### src/rtl/dmem_arbiter_if.sv
// Bus bundle between the two requesters, the dmem_arbiter and the single-ported data memory.
// The arbiter takes the slave view; the requesters plus the memory take the master view.
interface dmem_arbiter_if #(
  parameter int ADDR_WIDTH = 32,
  parameter int DATA_WIDTH = 32
);
  logic                  req0;
  logic                  req1;
  logic                  req_we0;
  logic                  req_we1;
  logic [2:0]            req_funct3_0;
  logic [2:0]            req_funct3_1;
  logic [ADDR_WIDTH-1:0] req_addr0;
  logic [ADDR_WIDTH-1:0] req_addr1;
  logic [DATA_WIDTH-1:0] req_wdata0;
  logic [DATA_WIDTH-1:0] req_wdata1;
  logic                  gnt0;
  logic                  gnt1;
  logic                  rsp_valid0;
  logic                  rsp_valid1;
  logic [DATA_WIDTH-1:0] rsp_rdata;
  logic                  rsp_err;
  logic                  mem_wr_en;
  logic [2:0]            mem_funct3;
  logic [ADDR_WIDTH-1:0] mem_addr;
  logic [DATA_WIDTH-1:0] mem_wr_data;
  logic [DATA_WIDTH-1:0] mem_rd_data;

  modport slave (
    input  req0, req1, req_we0, req_we1, req_funct3_0, req_funct3_1,
           req_addr0, req_addr1, req_wdata0, req_wdata1, mem_rd_data,
    output gnt0, gnt1, rsp_valid0, rsp_valid1, rsp_rdata, rsp_err,
           mem_wr_en, mem_funct3, mem_addr, mem_wr_data
  );

  modport master (
    output req0, req1, req_we0, req_we1, req_funct3_0, req_funct3_1,
           req_addr0, req_addr1, req_wdata0, req_wdata1, mem_rd_data,
    input  gnt0, gnt1, rsp_valid0, rsp_valid1, rsp_rdata, rsp_err,
           mem_wr_en, mem_funct3, mem_addr, mem_wr_data
  );
endinterface

### src/rtl/dmem_arbiter.sv
// Two-port arbiter/sequencer for the single-ported data memory: grant, one access, registered response.
// Define DMEM_ARB_RR_EN for round-robin tie-break; default is fixed priority with port 0 winning.
//
// state  | meaning
// IDLE   | no access in flight, grants may be issued
// ACCESS | latched request drives the memory for one cycle
// RESP   | response strobe visible, grants may be issued back-to-back
module dmem_arbiter #(
  parameter int ADDR_WIDTH = 32,
  parameter int DATA_WIDTH = 32
) (
  input  logic          clk,
  input  logic          rst_n,
  dmem_arbiter_if.slave bus
);

  typedef enum logic [1:0] {IDLE, ACCESS, RESP} state_t;

  state_t state, state_nxt;

  logic                  pick1;
  logic                  gnt0_c;
  logic                  gnt1_c;
  logic                  any_gnt;
  logic                  owner;
  logic                  last_gnt;

  logic                  sel_we;
  logic [2:0]            sel_f3;
  logic [ADDR_WIDTH-1:0] sel_addr;
  logic [DATA_WIDTH-1:0] sel_wdata;

  logic                  we_q;
  logic                  err_q;
  logic [2:0]            f3_q;
  logic [ADDR_WIDTH-1:0] addr_q;
  logic [DATA_WIDTH-1:0] wdata_q;

  logic                  rsp_valid0_q;
  logic                  rsp_valid1_q;
  logic [DATA_WIDTH-1:0] rsp_rdata_q;
  logic                  rsp_err_q;

  function automatic logic is_legal(input logic we, input logic [2:0] f3, input logic [1:0] a);
    logic ok;
    case (f3)
      3'b000:  ok = 1'b1;
      3'b001:  ok = ~a[0];
      3'b010:  ok = (a == 2'b00);
      3'b100:  ok = ~we;
      3'b101:  ok = ~we & ~a[0];
      default: ok = 1'b0;
    endcase
    return ok;
  endfunction

  // pick1 only ever rises with a live req1, so no grant goes out without a request
`ifdef DMEM_ARB_RR_EN
  always_comb pick1 = bus.req1 & (~bus.req0 | ~last_gnt);
`else
  logic unused_last_gnt;
  assign unused_last_gnt = last_gnt;
  always_comb pick1 = bus.req1 & ~bus.req0;
`endif

  always_ff @(posedge clk or negedge rst_n) begin
    if (!rst_n) state <= IDLE;
    else        state <= state_nxt;
  end

  always_comb begin
    state_nxt = state;
    gnt0_c    = 1'b0;
    gnt1_c    = 1'b0;
    case (state)
      IDLE, RESP: begin
        gnt0_c    = rst_n & bus.req0 & ~pick1;
        gnt1_c    = rst_n & pick1;
        state_nxt = (gnt0_c | gnt1_c) ? ACCESS : IDLE;
      end
      ACCESS:  state_nxt = RESP;
      default: state_nxt = IDLE;
    endcase
  end

  assign any_gnt   = gnt0_c | gnt1_c;
  assign bus.gnt0  = gnt0_c;
  assign bus.gnt1  = gnt1_c;

  assign sel_we    = pick1 ? bus.req_we1      : bus.req_we0;
  assign sel_f3    = pick1 ? bus.req_funct3_1 : bus.req_funct3_0;
  assign sel_addr  = pick1 ? bus.req_addr1    : bus.req_addr0;
  assign sel_wdata = pick1 ? bus.req_wdata1   : bus.req_wdata0;

  always_ff @(posedge clk or negedge rst_n) begin
    if (!rst_n) begin
      owner    <= 1'b0;
      last_gnt <= 1'b1;
      we_q     <= 1'b0;
      err_q    <= 1'b0;
      f3_q     <= 3'b000;
      addr_q   <= '0;
      wdata_q  <= '0;
    end else if (any_gnt) begin
      owner    <= pick1;
      last_gnt <= pick1;
      we_q     <= sel_we;
      err_q    <= ~is_legal(sel_we, sel_f3, sel_addr[1:0]);
      f3_q     <= sel_f3;
      addr_q   <= sel_addr;
      wdata_q  <= sel_wdata;
    end
  end

  always_ff @(posedge clk or negedge rst_n) begin
    if (!rst_n) begin
      rsp_valid0_q <= 1'b0;
      rsp_valid1_q <= 1'b0;
      rsp_rdata_q  <= '0;
      rsp_err_q    <= 1'b0;
    end else begin
      rsp_valid0_q <= 1'b0;
      rsp_valid1_q <= 1'b0;
      if (state == ACCESS) begin
        rsp_rdata_q  <= (we_q | err_q) ? '0 : bus.mem_rd_data;
        rsp_err_q    <= err_q;
        rsp_valid0_q <= ~owner;
        rsp_valid1_q <= owner;
      end
    end
  end

  assign bus.rsp_valid0  = rsp_valid0_q;
  assign bus.rsp_valid1  = rsp_valid1_q;
  assign bus.rsp_rdata   = rsp_rdata_q;
  assign bus.rsp_err     = rsp_err_q;

  // address/width/data stay on the last latched request; only the write enable is state-gated
  assign bus.mem_wr_en   = (state == ACCESS) & we_q & ~err_q;
  assign bus.mem_funct3  = f3_q;
  assign bus.mem_addr    = addr_q;
  assign bus.mem_wr_data = wdata_q;

endmodule

### src/flat_wrapper.sv
// flat-port wrapper written by rule: the top's interface ports become plain ports
module dmem_arbiter_flat 
#(
  parameter int ADDR_WIDTH = 32,
  parameter int DATA_WIDTH = 32
)
  (clk, rst_n, bus_req0, bus_req1, bus_req_we0, bus_req_we1, bus_req_funct3_0, bus_req_funct3_1, bus_req_addr0, bus_req_addr1, bus_req_wdata0, bus_req_wdata1, bus_mem_rd_data, bus_gnt0, bus_gnt1, bus_rsp_valid0, bus_rsp_valid1, bus_rsp_rdata, bus_rsp_err, bus_mem_wr_en, bus_mem_funct3, bus_mem_addr, bus_mem_wr_data);
  dmem_arbiter_if #(.ADDR_WIDTH(ADDR_WIDTH), .DATA_WIDTH(DATA_WIDTH)) bus_i ();
  input  logic clk;
  input  logic rst_n;
  input wire logic [$bits(bus_i.req0)-1:0] bus_req0;
  input wire logic [$bits(bus_i.req1)-1:0] bus_req1;
  input wire logic [$bits(bus_i.req_we0)-1:0] bus_req_we0;
  input wire logic [$bits(bus_i.req_we1)-1:0] bus_req_we1;
  input wire logic [$bits(bus_i.req_funct3_0)-1:0] bus_req_funct3_0;
  input wire logic [$bits(bus_i.req_funct3_1)-1:0] bus_req_funct3_1;
  input wire logic [$bits(bus_i.req_addr0)-1:0] bus_req_addr0;
  input wire logic [$bits(bus_i.req_addr1)-1:0] bus_req_addr1;
  input wire logic [$bits(bus_i.req_wdata0)-1:0] bus_req_wdata0;
  input wire logic [$bits(bus_i.req_wdata1)-1:0] bus_req_wdata1;
  input wire logic [$bits(bus_i.mem_rd_data)-1:0] bus_mem_rd_data;
  output wire logic [$bits(bus_i.gnt0)-1:0] bus_gnt0;
  output wire logic [$bits(bus_i.gnt1)-1:0] bus_gnt1;
  output wire logic [$bits(bus_i.rsp_valid0)-1:0] bus_rsp_valid0;
  output wire logic [$bits(bus_i.rsp_valid1)-1:0] bus_rsp_valid1;
  output wire logic [$bits(bus_i.rsp_rdata)-1:0] bus_rsp_rdata;
  output wire logic [$bits(bus_i.rsp_err)-1:0] bus_rsp_err;
  output wire logic [$bits(bus_i.mem_wr_en)-1:0] bus_mem_wr_en;
  output wire logic [$bits(bus_i.mem_funct3)-1:0] bus_mem_funct3;
  output wire logic [$bits(bus_i.mem_addr)-1:0] bus_mem_addr;
  output wire logic [$bits(bus_i.mem_wr_data)-1:0] bus_mem_wr_data;
  assign bus_i.req0 = bus_req0;
  assign bus_i.req1 = bus_req1;
  assign bus_i.req_we0 = bus_req_we0;
  assign bus_i.req_we1 = bus_req_we1;
  assign bus_i.req_funct3_0 = bus_req_funct3_0;
  assign bus_i.req_funct3_1 = bus_req_funct3_1;
  assign bus_i.req_addr0 = bus_req_addr0;
  assign bus_i.req_addr1 = bus_req_addr1;
  assign bus_i.req_wdata0 = bus_req_wdata0;
  assign bus_i.req_wdata1 = bus_req_wdata1;
  assign bus_i.mem_rd_data = bus_mem_rd_data;
  assign bus_gnt0 = bus_i.gnt0;
  assign bus_gnt1 = bus_i.gnt1;
  assign bus_rsp_valid0 = bus_i.rsp_valid0;
  assign bus_rsp_valid1 = bus_i.rsp_valid1;
  assign bus_rsp_rdata = bus_i.rsp_rdata;
  assign bus_rsp_err = bus_i.rsp_err;
  assign bus_mem_wr_en = bus_i.mem_wr_en;
  assign bus_mem_funct3 = bus_i.mem_funct3;
  assign bus_mem_addr = bus_i.mem_addr;
  assign bus_mem_wr_data = bus_i.mem_wr_data;
  dmem_arbiter #(.ADDR_WIDTH(ADDR_WIDTH), .DATA_WIDTH(DATA_WIDTH)) u_core (.clk(clk), .rst_n(rst_n), .bus(bus_i));
endmodule
### config.mk
export PLATFORM = sky130hd
export DESIGN_NAME = dmem_arbiter_flat
export DESIGN_NICKNAME = d
export VERILOG_FILES = /design/src/rtl/dmem_arbiter_if.sv /design/src/rtl/dmem_arbiter.sv /design/src/flat_wrapper.sv
export SDC_FILE = /design/constraint.sdc
export NUM_CORES = 1
export LEC_CHECK = 0
export ABC_AREA = 1
export CAP_MARGIN = 20
export CELL_PAD_IN_SITES_DETAIL_PLACEMENT = 1
export CELL_PAD_IN_SITES_GLOBAL_PLACEMENT = 2
export CORE_AREA = 2 2 180 147
export CTS_BUF_LIST = sky130_fd_sc_hd__clkbuf_4 sky130_fd_sc_hd__clkbuf_8
export CTS_CLUSTER_SIZE = 14
export DETAILED_ROUTE_END_ITERATION = 10
export DIE_AREA = 0 0 182 149
export PLACE_DENSITY = 0.78
export SLEW_MARGIN = 20
export SYNTH_ARGS = -nofsm -noshare
export SYNTH_HDL_FRONTEND = slang
export SYNTH_SLANG_ARGS = --single-unit
export TNS_END_PERCENT = 1
### constraint.sdc
create_clock -name clk -period 1.2 [get_ports clk]
set_input_delay 0.24 -clock clk [delete_from_list [all_inputs] [get_ports clk]]
set_output_delay 0.24 -clock clk [all_outputs]
set_load 0.01 [all_outputs]
Word level (Yosys, flattened, before mapping)
Cells that the tools add are included.
- equal/unequal tests: 6
- multiplexer cells: 13
- reductions and logical operators: 4
- bitwise operators: 17
- operators by type and width (kind ; number):
    $mux 32 ; 3
    $and 1x1->1 ; 7
    $mux 1 ; 7
    $not 1->1 ; 7
    $eq 3x3->1 const B ; 2
    $pmux 1 s5 ; 1
    $logic_not 2->1 ; 2
    $pmux 2 s2 ; 1
    $eq 3x1->1 const B ; 1
    $eq 3x2->1 const B ; 1
    $logic_not 3->1 ; 1
    $mux 3 ; 1
    $or 1x1->1 ; 3
    $eq 2x1->1 const B ; 1
    $eq 2x2->1 const B ; 1
    $reduce_or 2->1 ; 1
- bits in registers: 107
- word-level logic and storage cells: 51

Longest topological paths before layout
- word-level depth: 8
- gate-level depth with buffers: 8
- depth with buffers taken out: 8

Worst setup path before layout
OpenSTA, ideal clock, no wires.
- kind: register -> output
- start: reg u_core.state[1]
- end: out bus_mem_wr_en
- required time: 960 ps
- path buffers: 1
- data arrival time: 1262 ps
- cell stages (with the launch flop): 5
- path slack: -302 ps
- cells stage by stage: dfrtp_1 > nor2_1 > inv_2 > clkbuf_1 > nor3_1
- word-level cells in the longest chain between the ends: 3
- ends and longest elaborated chain (element ; line ; source):
    start, declared ; dmem_arbiter.sv:19 ; state_t state, state_nxt;
    start signal, assigned ; dmem_arbiter.sv:68 ; else state <= state_nxt;
    $eq 2x1->1 ; dmem_arbiter.sv:139 ; assign bus.mem_wr_en = (state == ACCESS) & we_q & ~err_q;
    $and 1x1->1 (2 in a row) ; dmem_arbiter.sv:139 ;
    end, declared ; flat_wrapper.sv:28 ; output wire logic [$bits(bus_i.mem_wr_en)-1:0] bus_mem_wr_en;
Every way passes these cells.

Worst setup path after layout
- start: reg u_core.state[0]
- end: reg u_core.wdata_q[16], in the netlist u_core.bus.mem_wr_data[16]
- word-level cells in the longest chain between the ends: 4
- elaborated cells on any way between the ends: 6
- classes of those cells: 1 x eq/ne; 2 x mux; 1 x bitwise; 2 x reduce/logical
- ends and longest elaborated chain (element ; line ; source):
    $eq 2x2->1 or $logic_not 2->1 (tied branches) ; dmem_arbiter.sv:75 ; case (state)
    $reduce_or 2->1 (*) ; dmem_arbiter.sv:75 ;
    $mux 1 ; dmem_arbiter.sv:75 ;
    $or 1x1->1 (*) ; dmem_arbiter.sv:86 ; assign any_gnt = gnt0_c | gnt1_c;
    end signal, assigned ; dmem_arbiter.sv:111 ; wdata_q <= sel_wdata;
    end, declared ; dmem_arbiter.sv:37 ; logic [DATA_WIDTH-1:0] wdata_q;
Every way passes the cells marked *; elsewhere a longest branch is shown, timed or not.
A chain may end at the register's enable or synchronous reset.

==> results.json <==
{
  "dieArea_mm2": 0.0271,
  "synthFlopType": "dfrtp_1",
  "clockRootBuffer": "clkbuf_8",
  "synth_commonest_cells": "nand2_1, dfrtp_1, nand3_1",
  "powerDensity_mw_per_mm2": 1330,
  "grt_pass1_wl_mm": 30.6,
  "synth_most_common_cell": "nand2_1",
  "finalClockSkew_ns": 0.0123,
  "p_leak_uw": 0.00373,
  "seqCellArea_mm2": 0.00268,
  "worst_slew_pin_slew_ns": 0.897,
  "min_path_type": "in2async",
  "dp.final_hpwl_mm": 14.8,
  "clk_latency_ns": 0.39,
  "finalSetupViolations": 74,
  "nNetsFinal": 1020,
  "top_usage_layer": "met2",
  "syn_area_mm2": 0.00472,
  "finalCritPeriodShare_pct": 123,
  "synth_edf_count": 0,
  "multi_input_area_mm2": 0.00184,
  "worst_slack_ns": -0.279,
  "syn2layout_area_growth_pct": 73.9,
  "cts.sinks": 107,
  "outcome": "finished with violations",
  "max_slew_margin_pct": 40.2,
  "cp.arrival_ns": 1.78,
  "avgSynthCellArea_um2": 8.51,
  "num_rows": 53,
  "fin_crit_ns": 1.48,
  "ff2ff_setup_slack_ns": -0.28,
  "synth_top_cell_by_area": "dfrtp_1",
  "slew_violations": 0,
  "reg2reg_from": "u_core.state[0]",
  "synthTopCellsByArea": "dfrtp_1, nand2_1, nand3_1",
  "async_flop_share_pct": 100,
  "die_w_um": 182,
  "grtUsageTotal_pct": 14.5,
  "regToRegEndpoint": "u_core.bus.mem_wr_data[16]",
  "violations": "negative setup slack",
  "fin_util_pct": 32.1,
  "synth_top_area_share_pct": 56.7,
  "drc": 0,
  "met3_usage_pct": 5.54,
  "critPathLaunchType": "flip-flop",
  "fin_hold_ws_ns": 0.0861,
  "cp-end-kind": "flip-flop",
  "reg2reg_depth": 8,
  "timing.max_cap.violations": 0,
  "ys_seq_elements": 107,
  "worst-path-max-fanout": 13,
  "synthCells": 555,
  "nFillCells": 2987,
  "htreeDepth": 3,
  "antenna_left": 0,
  "grt_pass1_vias": 5364,
  "post_route_cells_drive_above_1_share_pct": 21.7,
  "use_met1_pct": 17.9,
  "crit_start": "u_core.state[0]",
  "wl_mm": 20.0,
  "yosysWarnings": 0,
  "clockBufferDepth": 2,
  "rsz0062_at_grt": "yes",
  "cts_tree": "built",
  "die_h_um": 149,
  "viasPerCell": 4.33,
  "first_pass_iters": 4,
  "vias": 5124,
  "globalplace.congestion": 0.732,
  "gr-usage-met2_pct": 24.2,
  "hold_viol": 0,
  "routedWlPerCell_um": 16.9,
  "core_area_mm2": 0.0256,
  "io_pins": 277,
  "max_freq_ghz": 0.676,
  "synth_nets": 727,
  "irDropWorstVdd_v": 0.000496,
  "numCtsBuffers": 9,
  "grt_max_degree": 65,
  "portBuffers": 276,
  "dp_slack_ns": -0.672,
  "ys_seq_area_share_pct": 56.7,
  "synth_cell_type_count": 15,
  "critPathRequiredTime_ns": 1.50,
  "drt_iter0_markers": 158,
  "path_clk_slew_ns": 0.11,
  "path_class": "reg2reg",
  "antenna_found_initial": 3,
  "initial_core_util_pct": 18.4,
  "grt_overflow_total": 0,
  "cts_hold_buf": 0
}
-- registers in the layout, indices dropped and copies added (netlist names), 2 cells and up --
name	cells
u_core.state	2
u_core.bus.rsp_rdata	32
u_core.bus.mem_wr_data	32
u_core.bus.mem_funct3	3
u_core.bus.mem_addr	32
-- stage by stage --
step                      instance area [µm²]  power (µW)  std cells  setup TNS [ns]
after floorplan                          4740        6110        555           -1.16
after global routing                     8210       11700       1183          -26.60
final                                    8210       11000       1184          -15.28
after global placement                   8200        8760       1166          -42.19
after detailed placement                 8200        8820       1166          -43.21
after CTS                                8060       11000       1183          -17.97
-- layout by cell type, fill, tap and decap left out, drive strengths merged --
master / count
o22ai: 1
diode: 1
a21oi: 1
nor2: 74
nor3: 1
inv: 10
clkbuf: 11
buf: 157
clkdlybuf4s50: 169
nand2: 149
clkinv: 1
nand3: 101
o21ai: 3
clkinvlp: 1
a31oi: 66
bufinv: 1
dfrtp: 107
-- report_power, final --
group,total [µW],switching (µW),internal (µW)
clock,2540,1470,1070
sequential,4740,436,4300
combinational,3680,1740,1930
total,11000,3650,7310
-- cell type report --
cell class              instances  area share, %
repair buffers                327           36.9
diodes                          1         0.0305
inverters                       7          0.320
clock inverters                 6          0.975
flip-flops and latches        107           32.6
clock buffers                  10           1.68
well taps                     330           5.03
multi-input cells             396           22.5
-- critical path, stage by stage, from the launching register on --
cell,delay (ns)
dfrtp_1,0.39
inv_2,0.10
nand2_4,0.07
buf_6,0.12
a21oi_4,0.18
buf_12,0.19
buf_4,0.15
nor2_1,0.05
a31oi_1,0.16
-- per-layer routing --
layer  wire length (µm)  vias up  share of wire, %
met5                 31        -              0.16
met4                186        4              0.93
met3               1710       19               8.6
met2               9180      181                46
met1               8870     2472                44
li1                   -     2448                 -
-- logic make-up after synthesis --
kind of cell / synth area share [%]
AND/OR/NAND/NOR: 28.7
flip-flops: 56.7
AO/OA/AOI/OAI: 9.38
buffers and inverters: 5.22
-- worst max-delay path by stage --
stage / to / slack, ns / cells past startpoint
2_1_floorplan: u_core.bus.mem_addr[17] / -0.04 / 6
3_3_place_gp: bus_gnt1 / -0.69 / 5
4_1_cts: u_core.bus.mem_wr_data[28] / -0.31 / 8
3_5_place_dp: bus_gnt1 / -0.67 / 5
6_report: u_core.bus.mem_wr_data[16] / -0.28 / 8
5_1_grt: u_core.bus.mem_wr_data[11] / -0.36 / 8
-- timing repair --
item | 4_1_cts | 5_1_grt
buffers inserted | 1 | 0
gates resized for setup | 447 | 27
pin swaps | 2 | 0
setup endpoints to repair | 208 | 204
Note: power is estimated with default switching activity, not from simulation.
